`config.mk`:
```
export PLATFORM = sky130hd
export DESIGN_NAME = wordgen_seq
export DESIGN_NICKNAME = d
export VERILOG_FILES = /design/src/rtl/wordgen_pkg.sv /design/src/rtl/sync_edge.sv /design/src/rtl/wordgen_seq.sv
export SDC_FILE = /design/constraint.sdc
export NUM_CORES = 1
export LEC_CHECK = 0
export BUFFER_PORTS_ARGS = -buffer_cell sky130_fd_sc_hd__clkbuf_2
export CORE_ASPECT_RATIO = 0.75
export CORE_MARGIN = 5
export CORE_UTILIZATION = 50
export CTS_BUF_LIST = sky130_fd_sc_hd__clkbuf_4 sky130_fd_sc_hd__clkbuf_8
export DETAILED_ROUTE_END_ITERATION = 8
export MAX_ROUTING_LAYER = met4
export PLACE_DENSITY = 0.76
export REMOVE_ABC_BUFFERS = 1
export SLEW_MARGIN = 20
export SYNTH_ARGS = -nofsm -noshare
export SYNTH_HDL_FRONTEND = slang
export SYNTH_HIERARCHICAL = 1
export SYNTH_SLANG_ARGS = --single-unit
```
`constraint.sdc`:
```
create_clock -name sysclk -period 6.1 [get_ports sysclk]
set_input_delay 0.61 -clock sysclk [delete_from_list [all_inputs] [get_ports sysclk]]
set_output_delay 0.61 -clock sysclk [all_outputs]
set_load 0.01 [all_outputs]
```
`src/rtl/wordgen_pkg.sv`:
```
// Shared definitions for the serial word generator: FSM state codes,
// frame framing bit values and a constant-foldable ceil(log2) helper.
package wordgen_pkg;

  localparam logic [1:0] ST_IDLE  = 2'd0;
  localparam logic [1:0] ST_START = 2'd1;
  localparam logic [1:0] ST_DATA  = 2'd2;
  localparam logic [1:0] ST_STOP  = 2'd3;

  localparam logic START_BIT = 1'b1;
  localparam logic STOP_BIT  = 1'b0;

  // ceil(log2(value)); returns 0 for value <= 1, same as $clog2
  function automatic int clog2(input int value);
    int r;
    r = 0;
    while ((1 << r) < value) r++;
    return r;
  endfunction

endpackage

```
`src/rtl/sync_edge.sv`:
```
// Two-flop synchroniser for an asynchronous level input. With PULSE=1 the
// output is a registered one-cycle pulse on each rising edge of the
// synchronised level; with PULSE=0 the output is the synchronised level.
module sync_edge #(
  parameter bit PULSE = 1'b1
) (
  input  logic clk,
  input  logic srst,
  input  logic d_i,
  output logic q_o
);

  logic meta_q;
  logic sync_q;
  logic prev_q;
  logic pulse_q;

  // Synchroniser chain plus edge-detect register
  always_ff @(posedge clk) begin
    if (srst) begin
      meta_q  <= 1'b0;
      sync_q  <= 1'b0;
      prev_q  <= 1'b0;
      pulse_q <= 1'b0;
    end else begin
      meta_q  <= d_i;
      sync_q  <= meta_q;
      prev_q  <= sync_q;
      pulse_q <= sync_q & ~prev_q;
    end
  end

  assign q_o = PULSE ? pulse_q : sync_q;

endmodule

```
`src/rtl/wordgen_seq.sv`:
```
// Serial word generator: words keyed in on switches are committed into a
// small buffer and replayed as framed serial words (start bit, data MSB
// first, stop bit), once per play press or continuously in auto mode.
module wordgen_seq
  import wordgen_pkg::*;
#(
  parameter int WIDTH     = 4,
  parameter int DEPTH     = 8,
  parameter int BIT_TICKS = 50
) (
  input  logic                         sysclk,
  input  logic                         reset,
  input  logic [WIDTH-1:0]             sw,
  input  logic                         write,
  input  logic                         play,
  input  logic                         auto,
  input  logic                         clear,
  output logic                         out,
  output logic                         busy,
  output logic [clog2(DEPTH+1)-1:0]    count,
  output logic                         full
);

  localparam int CNT_W  = clog2(DEPTH + 1);
  localparam int IDX_W  = clog2(DEPTH);
  localparam int TICK_W = (BIT_TICKS > 1) ? clog2(BIT_TICKS) : 1;
  localparam int BIT_W  = (WIDTH > 1) ? clog2(WIDTH) : 1;

  // ---- input synchronisation ----
  logic [2:0] btn_raw;
  logic [2:0] btn_pulse;
  logic       write_pulse, play_pulse, clear_pulse, auto_lvl;

  assign btn_raw = {clear, play, write};

  genvar gi;
  generate
    for (gi = 0; gi < 3; gi++) begin : g_btn
      sync_edge #(.PULSE(1'b1)) u_sync (
        .clk  (sysclk),
        .srst (reset),
        .d_i  (btn_raw[gi]),
        .q_o  (btn_pulse[gi])
      );
    end
  endgenerate

  assign write_pulse = btn_pulse[0];
  assign play_pulse  = btn_pulse[1];
  assign clear_pulse = btn_pulse[2];

  sync_edge #(.PULSE(1'b0)) u_sync_auto (
    .clk  (sysclk),
    .srst (reset),
    .d_i  (auto),
    .q_o  (auto_lvl)
  );

  logic [WIDTH-1:0] sw_meta_q, sw_sync_q;

  // Switch bus synchroniser; only sampled at a write pulse, long after settling
  always_ff @(posedge sysclk) begin
    if (reset) begin
      sw_meta_q <= '0;
      sw_sync_q <= '0;
    end else begin
      sw_meta_q <= sw;
      sw_sync_q <= sw_meta_q;
    end
  end

  // ---- buffer and word count ----
  logic [WIDTH-1:0] mem [DEPTH];
  logic [CNT_W-1:0] count_q;
  logic             write_ok;

  assign full     = (count_q == CNT_W'(DEPTH));
  assign count    = count_q;
  // Count is frozen during playback, so the replayed range never moves
  assign write_ok = write_pulse && !clear_pulse && !busy && !full;

  // Word count: clear wins over a coincident write
  always_ff @(posedge sysclk) begin
    if (reset || clear_pulse) count_q <= '0;
    else if (write_ok)        count_q <= count_q + CNT_W'(1);
  end

  // Buffer write port (contents deliberately not reset)
  always_ff @(posedge sysclk) begin
    if (write_ok) mem[count_q[IDX_W-1:0]] <= sw_sync_q;
  end

  // ---- frame FSM ----
  logic [1:0]        state_q, state_d;
  logic [TICK_W-1:0] tick_q, tick_d;
  logic [BIT_W-1:0]  bit_q, bit_d;
  logic [IDX_W-1:0]  rd_idx_q, rd_idx_d;
  logic [WIDTH-1:0]  shreg_q;
  logic              tick_last, load_sh, shift_sh;
  logic [CNT_W-1:0]  rd_idx_inc;

  assign tick_last  = (tick_q == TICK_W'(BIT_TICKS - 1));
  assign rd_idx_inc = CNT_W'(rd_idx_q) + CNT_W'(1);

  // State register
  always_ff @(posedge sysclk) begin
    if (reset) state_q <= ST_IDLE;
    else       state_q <= state_d;
  end

  // Next-state and datapath control; the buffer word is fetched on every
  // START entry using the read index being entered, so frames run gap-free
  always_comb begin
    state_d  = state_q;
    tick_d   = tick_q;
    bit_d    = bit_q;
    rd_idx_d = rd_idx_q;
    load_sh  = 1'b0;
    shift_sh = 1'b0;
    if (state_q != ST_IDLE) tick_d = tick_last ? '0 : tick_q + TICK_W'(1);
    case (state_q)
      ST_IDLE: begin
        if ((play_pulse || auto_lvl) && count_q != '0) begin
          state_d  = ST_START;
          rd_idx_d = '0;
          tick_d   = '0;
          load_sh  = 1'b1;
        end
      end
      ST_START: begin
        if (tick_last) begin
          state_d = ST_DATA;
          bit_d   = '0;
        end
      end
      ST_DATA: begin
        if (tick_last) begin
          shift_sh = 1'b1;
          if (bit_q == BIT_W'(WIDTH - 1)) state_d = ST_STOP;
          else                            bit_d   = bit_q + BIT_W'(1);
        end
      end
      default: begin // ST_STOP
        if (tick_last) begin
          if (rd_idx_inc < count_q) begin
            state_d  = ST_START;
            rd_idx_d = rd_idx_q + IDX_W'(1);
            load_sh  = 1'b1;
          end else if (auto_lvl) begin
            state_d  = ST_START;
            rd_idx_d = '0;
            load_sh  = 1'b1;
          end else begin
            state_d  = ST_IDLE;
          end
        end
      end
    endcase
    if (clear_pulse) begin
      state_d  = ST_IDLE;
      tick_d   = '0;
      bit_d    = '0;
      load_sh  = 1'b0;
      shift_sh = 1'b0;
    end
  end

  // Tick, bit and read-index counters
  always_ff @(posedge sysclk) begin
    if (reset) begin
      tick_q   <= '0;
      bit_q    <= '0;
      rd_idx_q <= '0;
    end else begin
      tick_q   <= tick_d;
      bit_q    <= bit_d;
      rd_idx_q <= rd_idx_d;
    end
  end

  // Shift register: registered buffer read on START entry, shifted per data bit
  always_ff @(posedge sysclk) begin
    if (reset)         shreg_q <= '0;
    else if (load_sh)  shreg_q <= mem[rd_idx_d];
    else if (shift_sh) shreg_q <= {shreg_q[WIDTH-2:0], 1'b0};
  end

  // Outputs decoded from registered state only
  always_comb begin
    busy = (state_q != ST_IDLE);
    case (state_q)
      ST_START: out = START_BIT;
      ST_DATA:  out = shreg_q[WIDTH-1];
      ST_STOP:  out = STOP_BIT;
      default:  out = 1'b0;
    endcase
  end

endmodule

```
Yosys cells after proc, flatten, opt, wreduce, memory -nomap -nowiden

Memory sizes are Yosys's and may differ from the RTL's.
Cells that the tools add are included.

$add $sub $neg: 5
$lt $le $gt $ge: 1
Eq/ne operators: 10
Mux-type cells: 35
Bitwise logic cells: 6
Reductions and logical operators: 19

Operators with widths:

| operator              | number |
|---|---|
| $mux W6               | 4 |
| $mux W2               | 8 |
| $mux W1               | 12 |
| $mux W3               | 4 |
| $ne A2 B2 Y1 const B  | 5 |
| $mux W4               | 2 |
| $reduce_bool A2 Y1    | 4 |
| $add A6 B1 Y6 const B | 1 |
| $eq A6 B6 Y1 const B  | 1 |
| $pmux W2 S3           | 1 |
| $pmux W3 S2           | 1 |
| $reduce_and A5 Y1     | 1 |
| $add A3 B1 Y4 const B | 1 |
| $add A4 B1 Y4 const B | 1 |
| $eq A2 B2 Y1 const B  | 2 |
| $eq A4 B4 Y1 const B  | 1 |
| $logic_and A1 B1 Y1   | 4 |
| $lt A4 B4 Y1          | 1 |
| $pmux W1 S2           | 2 |
| $pmux W2 S2           | 1 |
| $reduce_and A4 Y1     | 1 |
| $reduce_bool A4 Y1    | 1 |
| $reduce_or A2 Y1      | 2 |
| $add A3 B1 Y3 const B | 1 |
| other kinds (7)       | 14 |

Register bits after elaboration: 43
Memory bits (writable): 32
Input port bits: 10
Output and inout bits: 7
Logic and storage cells: 99
Memories: 1

Memory list:

| memory | depth | bits a word | rd ports | clocked after memory_dff | wr ports | RTL line          | text |
|---|---|---|---|---|---|---|---|
| mem    | 8     | 4           | 1        | 0                        | 1        | wordgen_seq.sv:73 | `logic [WIDTH-1:0] mem [DEPTH];` |

Logic depth before layout (Yosys ltp)

Word-level depth: 7
Gate-level depth with buffers: 13
Depth with buffers taken out: 11

Modules after synthesis

Netlist, hierarchy kept.

Modules (own cells, without submodules):

| module                          | times used | cells an instance | area an instance (um^2) | sequential area each (um^2) |
|---|---|---|---|---|
| wordgen_seq                     | 1          | 250               | 2834.0                  | 1541.5 |
| sync_edge (g_btn[0].u_sync ...) | 3          | 8                 | 111.4                   | 80.1 |
| sync_edge (u_sync_auto)         | 1          | 4                 | 52.6                    | 40.0 |

Least setup slack after synthesis

Ideal clock, no wire load.

Path type: register to register
Start point: reg rd_idx_q[0]
End point: reg shreg_q[3]
Setup time: 0.120 ns
Arrival time: 2.619 ns
Required time: 5.980 ns
Setup slack: 3.361 ns
Stages on the path, launching flop included: 14
Buffers on the path: 2
Period minus slack after synthesis: 2.739 ns
Cells stage by stage: dfxtp_1 ha_1 nand2b_1 nand2_1 ha_1 and3_2 a221oi_2 o21bai_4 a31oi_1 buf_6 buf_12 mux2i_1 mux2i_1 a211o_1

Cells in the longest elaborated chain, start to end: 7
Elaborated cells between the ends (all ways): 15
Those cells by class: 2 x add/sub; 1 x order compare; 10 x mux; 1 x reduce/logical; 1 x memory

RTL lines:

| item                                          | RTL line           | text |
|---|---|---|
| start: declaration                            | wordgen_seq.sv:97  | `logic [IDX_W-1:0] rd_idx_q, rd_idx_d;` |
| start signal: assignment                      | wordgen_seq.sv:177 | `rd_idx_q <= rd_idx_d;` |
| $add A3 B1 Y4                                 | wordgen_seq.sv:103 | `assign rd_idx_inc = CNT_W'(rd_idx_q) + CNT_W'(1);` |
| $lt A4 B4 Y1                                  | wordgen_seq.sv:145 | `if (rd_idx_inc < count_q) begin` |
| $mux W3 or $mux W1 (tied branches)            | wordgen_seq.sv:145 |  |
| $mux W3 or $mux W1 (tied branches)            | wordgen_seq.sv:144 | `if (tick_last) begin` |
| $pmux W3 S2 or $pmux W1 S2 (tied branches)    | wordgen_seq.sv:121 | `case (state_q)` |
| $mem_v2 Z8 W4 or $mux W1 (tied branches)      | --                 |  |
| $mux W4 or $reduce_bool A2 Y1 (tied branches) | --                 |  |
| end signal: assignment                        | wordgen_seq.sv:184 | `else if (load_sh) shreg_q <= mem[rd_idx_d];` |
| end signal: assignment                        | wordgen_seq.sv:185 | `else if (shift_sh) shreg_q <= {shreg_q[WIDTH-2:0], 1'b0};` |
| end: declaration                              | wordgen_seq.sv:98  | `logic [WIDTH-1:0] shreg_q;` |

Several ways; a longest one is shown, not always the timed one.
A chain may end at the register's enable or synchronous reset.

Final worst setup path

Ends and elaborated chain as after synthesis.

==> summary.txt <==
Setup path
  – CP Launch Type: register
  – CP peak stage delay: 0.41 ns
  – Worst path slowest cell: dfxtp_1
  – Critical-path cell list: ha_1 -> nand2b_1 -> nand2_1 -> ha_1 -> and3_2 -> a221oi_2 -> o21bai_4 -> a31oi_2 -> buf_4 -> mux2i_1 -> mux2i_1 -> a211o_1
  – Critical Path Stages: 12
  – Crit path required time: 6.34 ns
  – CP top delay family: compound AO/OA/AOI/OAI gates
  – CP endpoint kind: register
  – Worst path arrival time: 3.41 ns
  – Reg2Reg Depth: 12
  – Max FO, Critical Path: 17
  – Critical path buffer and inverter count: 1
  – CP Class: reg -> reg

Synthesis
  – Top-area cell type share of the netlist area: 29.84%
  – Top_reg_cell synth: dfxtp_1
  – Number of synthesized flops with an enable pin: 32
  – Commonest cells post-synth: dfxtp_1 (43), nor2_1 (34), edfxtp_1 (32)
  – Ys async rst share: 0%
  – #FFs+latches synth: 75
  – Sequential fraction of the synthesis area: 56.57%
  – Synth unique cells: 47
  – Post-Syn Area: 3221 µm²
  – Ys Warns: 6
  – Syn_area_per_cell: 11.58 µm²
  – Most numerous cell in the Yosys netlist: dfxtp_1
  – Area leader, netlist: edfxtp_1
  – Synth area leaders: edfxtp_1 (30%), dfxtp_1 (27%), mux2i_1 (8.1%)
  – Gate count after technology mapping: 278

Flow run
  – Max-cap viol count: 0

Power
  – Switching Share: 23.65%
  – Clock network power share: 41.9%
  – Comb pwr share: 6.2%
  – Pwr/cell area: 289.0 nW/µm²
  – Psw: 0.0002461 W
  – Part of the power in registers: 51.9%
  – VDD IR max: 0.1768 mV
  – Pleak: 1.530 nW
  – Int Pwr: 0.0007942 W

Placement
  – GP Congestion: 0.8178
  – Port Buffers: 16
  – HPWL Detailed: 4.204 mm

Die
  – Die width: 102.7 µm
  – Die Span Y: 79.51 µm
  – Placeable Area: 6287 µm²
  – Die area: 8163 µm²
  – I/O pin total: 17
  – FP Rows: 25
  – Starting Density: 51.22%

Clocking
  – Clk buf depth: 2
  – CTS clock-pin slew for the worst setup and hold paths: 0.08 ns
  – Clock Latency Late Sink: 0.36 ns
  – Hold_buf cts: 0
  – Clock net sink count: 75
  – TritonCTS clock tree: yes
  – Post-CTS setup buffers: 0
  – Root Buffer: clkbuf_8
  – CTS Buf Count: 9
  – Post-CTS resize count: 0
  – H-tree depth: 3

GRT
  – Vias in the first global route: 2080
  – Largest net degree at the start of global routing: 28
  – Global route total overflow: 0
  – All-Layer GR Usage: 16.83%
  – First-pass GRT wire length: 10.08 mm
  – Antenna violations before repair: 0

Route
  – Via density per instance: 5.328
  – Antenna-violating nets left: 0
  – # DRC: 0
  – DRT iter0 DRCs: 79
  – DR pass1 iterations: 4
  – Routed WL: 5.881 mm
  – WL per Instance: 15.20 µm
  – Via Count: 2062

Layout
  – # diodes: 0
  – NumNets Final: 324
  – Area growth syn-to-layout: 11.77%
  – Fraction of layout cells with a size suffix above 1: 15.69%

Outcome
  – Status: finished, final reports clean

STA
  – Slew margin rel.: 49.79%
  – Hold_ws: 0.4043 ns
  – Crit share post-route: 51.88%
  – Setup_tns: 0 ns
  – Fin. max-slew vios: 0
  – Post-layout min period: 3.165 ns
  – RSZ-0062 raised after global routing: no
  – Final setup viols: 0
  – FMAX: 316.0 MHz
  – Final hold vios: 0
  – Final Skew: 0.009744 ns
  – Tightest Pin Transition: 0.7473 ns

Worst hold path
  – Worst hold-check path type: reg -> reg
  – Worst hold path cell count: 1
final timing paths:
check	start	to	slack, ns
setup / recovery	rd_idx_q[0]$_SDFF_PP0_	shreg_q[3]$_SDFFE_PP0P_	2.94
hold / removal	g_btn[1].u_sync/prev_q$_SDFF_PP0_	g_btn[1].u_sync/q_o$_SDFF_PP0_	0.40
setup reg to reg	rd_idx_q[0]$_SDFF_PP0_	shreg_q[3]$_SDFFE_PP0P_	2.94
hold reg to reg	g_btn[1].u_sync/prev_q$_SDFF_PP0_	g_btn[1].u_sync/q_o$_SDFF_PP0_	0.40
cells by family (layout without fill, tap and decap cells):
family                     count (synthesis)  after routing  share of synthesized area (%)
adders and majority gates                 13             13                          5.051
AOI/OAI and AO/OA                         37             37                          8.897
and+or+nand+nor                          110            110                          18.26
DFF                                       75             75                          56.57
muxes                                     26             26                          8.081
buffers and inverters                     15             43                          2.603
xor gates and xnor gates                   2              2                         0.5440
registers in the layout, indices dropped and copies added (netlist names):
register             count
mem                     32
tick_q                   6
count                    4
shreg_q                  4
sw_meta_q                4
sw_sync_q                4
g_btn.u_sync/meta_q      3
g_btn.u_sync/prev_q      3
g_btn.u_sync/q_o         3
g_btn.u_sync/sync_q      3
rd_idx_q                 3
bit_q                    2
state_q                  2
u_sync_auto/meta_q       1
u_sync_auto/q_o          1
layout make-up:
class,count,area (µm²)
clock buffers,9,123.9
repair buffers,17,87.58
multi-input cells,188,1321
well taps,81,101.3
flip-flops and latches,75,1822
inverters,10,37.54
clock inverters,7,106.4
fillers,519,2688
layer usage:
| metal | track usage [%] | up-vias | wire [µm] |
|---|---|---|---|
| li1 | - | 1037 | - |
| met1 | 23.11 | 965 | 2924 |
| met2 | 22.94 | 48 | 2505 |
| met3 | 5.852 | 12 | 365 |
| met4 | 6.029 | 0 | 86 |
| met5 | - | - | 0 |
per-stage QoR:
stage | cell area, µm² | instances | total power [W] | worst slack (ns) | util, %
2_1_floorplan | 3174 | 273 | 0.0005947 | 2.451 | -
3_3_place_gp | 3369 | 371 | 0.0006144 | 3.094 | 53.59
3_5_place_dp | 3369 | 371 | 0.0006162 | 2.963 | 53.59
4_1_cts | 3600 | 387 | 0.001048 | 2.939 | 57.25
5_1_grt | 3600 | 387 | 0.001084 | 2.742 | 57.25
6_report | 3600 | 387 | 0.001040 | 2.935 | 57.25
power groups by stage:
| stage | sequential (W) | clock [W] | combinational (W) |
|---|---|---|---|
| after global routing | 0.000541 | 0.000469 | 0.0000744 |
| after detailed placement | 0.000551 | 0 | 0.0000647 |
| final | 0.000540 | 0.000436 | 0.0000649 |
| after CTS | 0.000540 | 0.000443 | 0.0000650 |
| after floorplan | 0.000548 | 0 | 0.0000462 |
| after global placement | 0.000551 | 0 | 0.0000638 |
cells in the final DEF (no fill, tap or decap), drive strengths merged, types with 5 or more instances in the layout:
| master | synthesis | routed |
|---|---|---|
| mux2i | 26 | 26 |
| nor2b | 20 | 20 |
| dfxtp | 43 | 43 |
| ha | 13 | 13 |
| nor3 | 8 | 8 |
| nand2 | 20 | 20 |
| a21oi | 7 | 7 |
| and3 | 5 | 5 |
| o21ai | 5 | 5 |
| edfxtp | 32 | 32 |
| nor2 | 34 | 34 |
| clkbuf | 3 | 25 |
| inv | 10 | 13 |
Power figures use the tool's default switching activity.
